--- src/rtl/change_dispenser.sv ---
// Greedy coin payout engine: pays an 8-bit change amount one coin at a time
// through a valid/ack hopper handshake, drawing on per-denomination inventory.
module change_dispenser #(
    parameter int COIN_HI  = 5,
    parameter int COIN_MID = 2,
    parameter int COIN_LO  = 1,
    parameter int CNT_W    = 6,
    parameter int INIT_CNT = 8
) (
    input  logic             clk,
    input  logic             reset,
    input  logic             start,
    input  logic [7:0]       amount,
    input  logic             coin_ack,
    input  logic             restock,
    input  logic [1:0]       restock_sel,
    input  logic [CNT_W-1:0] restock_cnt,
    output logic             coin_valid,
    output logic [1:0]       coin_sel,
    output logic             busy,
    output logic             done,
    output logic             fail,
    output logic [7:0]       remaining,
    output logic [7:0]       paid,
    output logic [7:0]       shortfall,
    output logic [CNT_W-1:0] inv_hi,
    output logic [CNT_W-1:0] inv_mid,
    output logic [CNT_W-1:0] inv_lo
);

    localparam logic [1:0] SEL_NONE = 2'b00;
    localparam logic [1:0] SEL_LO   = 2'b01;
    localparam logic [1:0] SEL_MID  = 2'b10;
    localparam logic [1:0] SEL_HI   = 2'b11;

    localparam logic [7:0] VAL_HI  = 8'(COIN_HI);
    localparam logic [7:0] VAL_MID = 8'(COIN_MID);
    localparam logic [7:0] VAL_LO  = 8'(COIN_LO);

    typedef enum logic [2:0] {
        S_IDLE,
        S_SELECT,
        S_EJECT,
        S_DONE,
        S_FAIL
    } state_t;

    state_t           state_q, state_d;
    logic [1:0]       sel_q, sel_d;
    logic [7:0]       remaining_q, remaining_d;
    logic [7:0]       paid_q, paid_d;
    logic [7:0]       shortfall_q, shortfall_d;
    logic [CNT_W-1:0] inv_hi_q, inv_hi_d;
    logic [CNT_W-1:0] inv_mid_q, inv_mid_d;
    logic [CNT_W-1:0] inv_lo_q, inv_lo_d;
    logic             ack_take;

    function automatic logic [7:0] coin_value(input logic [1:0] sel);
        case (sel)
            SEL_HI:  return VAL_HI;
            SEL_MID: return VAL_MID;
            SEL_LO:  return VAL_LO;
            default: return 8'd0;
        endcase
    endfunction

    // Restock and an acked coin of the same denomination can land together;
    // the extra top bit lets the sum clip at full scale instead of wrapping.
    function automatic logic [CNT_W-1:0] next_inv(
        input logic [CNT_W-1:0] inv,
        input logic             add,
        input logic [CNT_W-1:0] cnt,
        input logic             dec
    );
        logic [CNT_W:0] sum;
        sum = {1'b0, inv} + (add ? {1'b0, cnt} : '0) - {{CNT_W{1'b0}}, dec};
        if (sum > {1'b0, {CNT_W{1'b1}}})
            return '1;
        return sum[CNT_W-1:0];
    endfunction

    assign ack_take = (state_q == S_EJECT) && coin_ack;

    // NOTE: every always_comb output gets a default first so no path can
    // leave it unassigned and infer a latch.
    always_comb begin
        state_d     = state_q;
        sel_d       = sel_q;
        remaining_d = remaining_q;
        paid_d      = paid_q;
        shortfall_d = shortfall_q;
        case (state_q)
            S_IDLE: begin
                if (start) begin
                    remaining_d = amount;
                    paid_d      = 8'd0;
                    shortfall_d = 8'd0;
                    state_d     = S_SELECT;
                end
            end
            S_SELECT: begin
                if (remaining_q == 8'd0) begin
                    state_d = S_DONE;
                end else if (VAL_HI <= remaining_q && inv_hi_q != '0) begin
                    sel_d   = SEL_HI;
                    state_d = S_EJECT;
                end else if (VAL_MID <= remaining_q && inv_mid_q != '0) begin
                    sel_d   = SEL_MID;
                    state_d = S_EJECT;
                end else if (VAL_LO <= remaining_q && inv_lo_q != '0) begin
                    sel_d   = SEL_LO;
                    state_d = S_EJECT;
                end else begin
                    state_d = S_FAIL;
                end
            end
            S_EJECT: begin
                if (coin_ack) begin
                    remaining_d = remaining_q - coin_value(sel_q);
                    paid_d      = paid_q + coin_value(sel_q);
                    sel_d       = SEL_NONE;
                    state_d     = S_SELECT;
                end
            end
            S_DONE: state_d = S_IDLE;
            S_FAIL: begin
                shortfall_d = remaining_q;
                state_d     = S_IDLE;
            end
            default: state_d = S_IDLE;
        endcase
    end

    always_comb begin
        inv_hi_d  = next_inv(inv_hi_q,  restock && restock_sel == SEL_HI,  restock_cnt,
                             ack_take && sel_q == SEL_HI);
        inv_mid_d = next_inv(inv_mid_q, restock && restock_sel == SEL_MID, restock_cnt,
                             ack_take && sel_q == SEL_MID);
        inv_lo_d  = next_inv(inv_lo_q,  restock && restock_sel == SEL_LO,  restock_cnt,
                             ack_take && sel_q == SEL_LO);
    end

    // NOTE: state registers use non-blocking assignments so every flop
    // samples pre-edge values regardless of statement order.
    always_ff @(posedge clk or posedge reset) begin
        if (reset) begin
            state_q     <= S_IDLE;
            sel_q       <= SEL_NONE;
            remaining_q <= 8'd0;
            paid_q      <= 8'd0;
            shortfall_q <= 8'd0;
            inv_hi_q    <= CNT_W'(INIT_CNT);
            inv_mid_q   <= CNT_W'(INIT_CNT);
            inv_lo_q    <= CNT_W'(INIT_CNT);
        end else begin
            state_q     <= state_d;
            sel_q       <= sel_d;
            remaining_q <= remaining_d;
            paid_q      <= paid_d;
            shortfall_q <= shortfall_d;
            inv_hi_q    <= inv_hi_d;
            inv_mid_q   <= inv_mid_d;
            inv_lo_q    <= inv_lo_d;
        end
    end

    assign coin_valid = (state_q == S_EJECT);
    assign coin_sel   = sel_q;
    assign busy       = (state_q == S_SELECT) || (state_q == S_EJECT);
    assign done       = (state_q == S_DONE);
    assign fail       = (state_q == S_FAIL);
    assign remaining  = remaining_q;
    assign paid       = paid_q;
    assign shortfall  = shortfall_q;
    assign inv_hi     = inv_hi_q;
    assign inv_mid    = inv_mid_q;
    assign inv_lo     = inv_lo_q;

endmodule

--- config.mk ---
export PLATFORM = sky130hd
export DESIGN_NAME = change_dispenser
export DESIGN_NICKNAME = d
export VERILOG_FILES = /design/src/rtl/change_dispenser.sv
export SDC_FILE = /design/constraint.sdc
export NUM_CORES = 1
export LEC_CHECK = 0
export ABC_AREA = 1
export CAP_MARGIN = 10
export CORE_AREA = 3 3 80 82
export CTS_CLUSTER_DIAMETER = 120
export DETAILED_ROUTE_END_ITERATION = 12
export DIE_AREA = 0 0 83 85
export DONT_BUFFER_PORTS = 1
export GPL_TIMING_DRIVEN = 0
export PLACE_DENSITY = 0.79
export SYNTH_ARGS = -nofsm -noshare
export SYNTH_HDL_FRONTEND = slang
export SYNTH_SLANG_ARGS = --single-unit
--- constraint.sdc ---
create_clock -name clk -period 3.1 [get_ports clk]
set_clock_uncertainty 0.2 [all_clocks]
set_input_delay 0.775 -clock clk [delete_from_list [all_inputs] [get_ports clk]]
set_output_delay 0.775 -clock clk [all_outputs]
set_load 0.01 [all_outputs]
Word-level counts from Yosys, hierarchy flattened --
Cells that the tools add are included.
Word-level totals: register bits 47, bits of input ports 21, output and inout port bits 48, word-level logic and storage cells 94
Operators by class: add/subtract/negate cells 8, order comparisons 6, eq/ne operators 14, mux-type cells 35, reductions and logical operators 23
Operator list (count):
- 6-bit two-way mux | 9
- 8-bit two-way mux | 6
- 8-bit one-hot mux with 2 select lines | 3
- 6-bit by 6-bit adder with 7-bit output | 3
- 7-bit by 6-bit greater-than comparator with 1-bit output (second input constant) | 3
- 7-bit by 1-bit subtractor with 7-bit output | 3
- 3-bit two-way mux | 6
- 3-bit one-hot mux with 3 select lines | 2
- 6-bit nonzero test | 3
- 1-bit logical AND | 10
- 2-bit two-way mux | 5
- 8-bit adder | 1
- 2-bit == test (second input constant) | 4
- 1-bit by 8-bit <= comparator with 1-bit output (first input constant) | 1
- 2-bit by 8-bit <= comparator with 1-bit output (first input constant) | 1
- 3-bit by 8-bit <= comparator with 1-bit output (first input constant) | 1
- 8-bit logical NOT | 1
- 8-bit subtractor | 1
- 3-bit by 2-bit == test with 1-bit output (second input constant) | 2
- 2-bit inequality test (second input constant) | 3
- 2-bit nonzero test | 3
- 2-bit by 1-bit == test with 1-bit output (second input constant) | 2
- 4-bit inequality test (second input constant) | 1
- 2-bit one-hot mux with 2 select lines | 1
- other kinds (8) | 11

Longest topological paths before layout --
depth in word-level cells 8, gate-level depth with buffers 16

Worst setup path after synthesis --
Ideal clock, no wire load.
path kind in2reg, from in restock, to reg inv_hi_q[4] (netlist: inv_hi[4]), library setup time 0.133 ns, arrival 2.812 ns, required time 2.767 ns, slack -0.045 ns, stages on the path 11, cells stage by stage inv_1 > nor3_1 > nand2_1 > ha_1 > inv_1 > ha_1 > fa_1 > nand4_1 > nand3_1 > xnor2_1 > nand2_1
On the way: word-level cells in the longest chain between the ends 7
Ends and longest elaborated chain:
- start: declaration | line 15 | input logic restock,
- 1-bit logical AND (*) | line 135 | inv_hi_d = next_inv(inv_hi_q, restock && restock_sel == SEL_HI, restock_cnt,
- 6-bit two-way mux (*) | line 76 | sum = {1'b0, inv} + (add ? {1'b0, cnt} : '0) - {{CNT_W{1'b0}}, dec};
- 6-bit by 6-bit adder with 7-bit output (*) | line 76
- 7-bit by 1-bit subtractor with 7-bit output (*) | line 76
- 7-bit by 6-bit greater-than comparator with 1-bit output | line 77 | if (sum > {1'b0, {CNT_W{1'b1}}})
- 1-bit two-way mux | line 77
- 6-bit two-way mux (*) | line 79 | return sum[CNT_W-1:0];
- net inv_hi_d[4] | line 53 | logic [CNT_W-1:0] inv_hi_q, inv_hi_d;
- end signal: assignment | line 152 | inv_hi_q <= CNT_W'(INIT_CNT);
- end signal: assignment | line 161 | inv_hi_q <= inv_hi_d;
- end: declaration | line 53
The timed path passes the listed nets; every way through them passes the cells marked *. A chain may end at the register's enable or synchronous reset.

Final worst setup path --
from in restock, to reg inv_hi_q[5] (netlist: inv_hi[5])
The elaborated chain is that of the path after synthesis.

==> flow_metrics.py <==
metrics = {
    "status": {
        "status": "complete, no violations",
    },
    "sta": {
        "worstMarginPinSlew_ns": 0.5517,
        "finalCritPeriodShare_pct": 94.30,
        "slew_viol_final": 0,
        "fin_crit_ns": 2.923,
        "max_slew_margin_pct": 63.17,
        "rsz0062_at_grt": "false",
        "hold_viol_final": 0,
        "finalSetupViolations": 0,
        "max_freq_mhz": 342.1,
    },
    "yosys": {
        "syn_area_um2": 3611,
        "yosys_register_bits": 47,
        "ys_types": 36,
        "synth_area_per_cell_um2": 7.650,
        "yosysSeqAreaShare_pct": 32.67,
        "syn_inst": 472,
        "syn_nets": 540,
        "yosysWarnings": 0,
    },
    "worst_setup_path": {
        "crit_arrival_ns": 2.89,
        "critical_path_class": "in -> reg",
        "cp_max_fo": 6,
        "endpoint_kind": "flip-flop",
        "crit_path_start_kind": "input port",
        "cp.required_ns": 3.06,
        "worstRegToRegCells": 13,
    },
    "global_route": {
        "grt_start_max_net_pins": 26,
        "grt_pass1_wl_um": 13860,
        "grt_pass1_vias": 3033,
        "grt_antenna_before_repair": 0,
        "groute.usage.overall_pct": 24.02,
        "grt_overflow": 0,
    },
    "power": {
        "p_leak_uw": 0.002122,
        "p_per_area_nw_per_um2": 1036,
        "peakVddDrop_v": 0.0006361,
    },
    "drt": {
        "wl_per_cell_um": 14.53,
        "via_per_inst": 5.403,
        "wl_um": 8110,
        "drtAntennaViolNets": 0,
        "m1WireLength_um": 3312,
        "routed-via-count": 3015,
        "first_iter_violations": 120,
        "wl_met3_um": 633,
        "wl_met2_um": 4053,
        "first_pass_iters": 4,
        "routed.top_layer": "met4",
        "drcViolationCount": 0,
    },
    "clocking": {
        "htreeDepth": 2,
        "path_clk_slew_ns": 0.09,
        "cts_tree": "yes",
        "clk_path_buf_depth": 2,
        "clockRootBuffer": "clkbuf_8",
        "hold_buffers": 0,
        "clk_latency_ns": 0.30,
        "clock-sinks": 47,
        "numCtsBuffers": 5,
    },
    "place": {
        "dp_hpwl_um": 6350,
        "placed_cells": 548,
        "numPortBuffers": 0,
        "place.gp.congestion": 0.9086,
    },
    "floorplan": {
        "die_y_um": 85,
        "rows": 28,
        "die_x_um": 83,
        "num_io_pins": 69,
        "start_util_pct": 62.09,
        "dieArea_um2": 7055,
        "core_area_um2": 5816,
    },
    "run": {
        "cap_viol_max_count": 0,
    },
    "final_layout": {
        "syn_to_final_growth_pct": 8.455,
        "fin_util_pct": 67.34,
        "antenna_cells": 0,
        "nets": 550,
        "final_cells": 558,
        "drive_above_1_share_pct": 9.110,
    },
    "hold_path": {
        "hp-class": "in -> async",
    },
}
-- Yosys cell counts (all sizes together) --
cell / count / area (µm²)
nand3: 23 / 120.1
o21ai: 28 / 151.4
o211ai: 3 / 22.52
fa: 5 / 100.1
nor3: 8 / 45.04
ha: 42 / 525.5
o21a: 1 / 7.510
nand4: 11 / 68.82
xnor2: 9 / 78.83
buf: 4 / 46.29
a21o: 6 / 45.04
o22ai: 2 / 25.02
or2: 2 / 12.52
nor2: 38 / 155.1
xor2: 7 / 61.31
dfrtp: 44 / 1101
nand2: 118 / 483.0
clkbuf: 1 / 3.750
a31oi: 6 / 37.54
a21oi: 13 / 68.82
dfstp: 3 / 78.83
inv: 98 / 372.9
-- cells in the final DEF, fill, tap and decap left out, drive strengths merged, types with 2 or more instances in the layout --
cell type,count
a21o,6
a21oi,13
a31oi,6
buf,7
clkbuf,7
dfrtp,44
dfstp,3
fa,5
ha,42
inv,98
nand2,118
nand3,23
nand4,11
nor2,38
nor3,8
o211ai,3
o21ai,28
o22ai,2
or2,2
xnor2,9
xor2,7
-- through the flow --
step | hold slack [ns] | TNS, ns | setup slack [ns] | instance area [µm²] | total power [µW]
2_1_floorplan | 0.3187 | 0 | 0.06322 | 3626 | 3022
3_3_place_gp | 0.3353 | -3.500 | -0.2661 | 3720 | 3432
3_5_place_dp | 0.3418 | -4.475 | -0.3118 | 3740 | 3510
4_1_cts | 0.2009 | 0 | 0.002453 | 3865 | 4018
5_1_grt | 0.2287 | 0 | 0.02086 | 3916 | 4484
6_report | 0.1996 | 0 | 0.1766 | 3916 | 4056
-- per-layer routing --
layer | global-route usage (%) | vias to the layer above
li1 | - | 1515
met1 | 28.65 | 1387
met2 | 42.42 | 100
met3 | 7.184 | 13
met4 | 6.241 | 0
met5 | 0 | -
-- timing repair --
item,in CTS,in global routing
endpoints found under the hold margin,0,0
endpoints found under the setup margin,1,18
pin swaps,0,1
setup buffers,0,2
gates resized for setup,1,7
cloned,0,0
-- logic make-up (layout without fill, tap and decap cells) --
logic type / count (synthesis) / in the layout / synth area share (%)
DFF: 47 / 47 / 32.68
buffers and inverters: 103 / 114 / 11.71
adders and majority gates: 47 / 47 / 17.33
and+or+nand+nor: 200 / 200 / 24.50
xor gates and xnor gates: 16 / 16 / 3.881
AOI/OAI and AO/OA: 59 / 59 / 9.910
-- flip-flops by register name (all words and copies together) (netlist names) --
| name | cells |
|---|---|
| inv_hi | 6 |
| inv_mid | 6 |
| paid | 8 |
| inv_lo | 6 |
| remaining | 8 |
| coin_sel | 2 |
| shortfall | 8 |
| state_q | 3 |
-- final timing paths --
kind | startpoint | endpoint | slack [ns]
max | restock | inv_hi[5] | 0.18
min | reset | inv_mid[0] | 0.20
max reg2reg | state_q[0] | inv_hi[5] | 0.18
min reg2reg | shortfall[7] | shortfall[7] | 0.36
max in group asynchronous | reset | inv_lo[3] | 1.91
min in group clk | shortfall[7] | shortfall[7] | 0.36
-- final cells by class --
class,count,area (µm²)
sequential,47,1180
fill,504,1899
inverter,98,372.9
timing repair buffer,3,35.03
clock buffer,6,82.58
buffer,5,50.05
multi-input combinational,322,2067
tap,75,93.84
clock inverter,2,35.03
-- worst max-delay path: stages --
cell     delay, ns
inv_1         0.10
nor3_4        0.28
nand2_1       0.09
ha_1          0.28
inv_1         0.04
ha_1          0.21
fa_1          0.44
nand4_1       0.13
nand3_1       0.12
xnor2_2       0.30
nand2_1       0.14
-- power breakdown --
group / switching [µW] / internal (µW)
Sequential: 337 / 838
Clock: 216 / 261
Combinational: 1450 / 955
No activity file was read; power rests on OpenSTA's default activity.
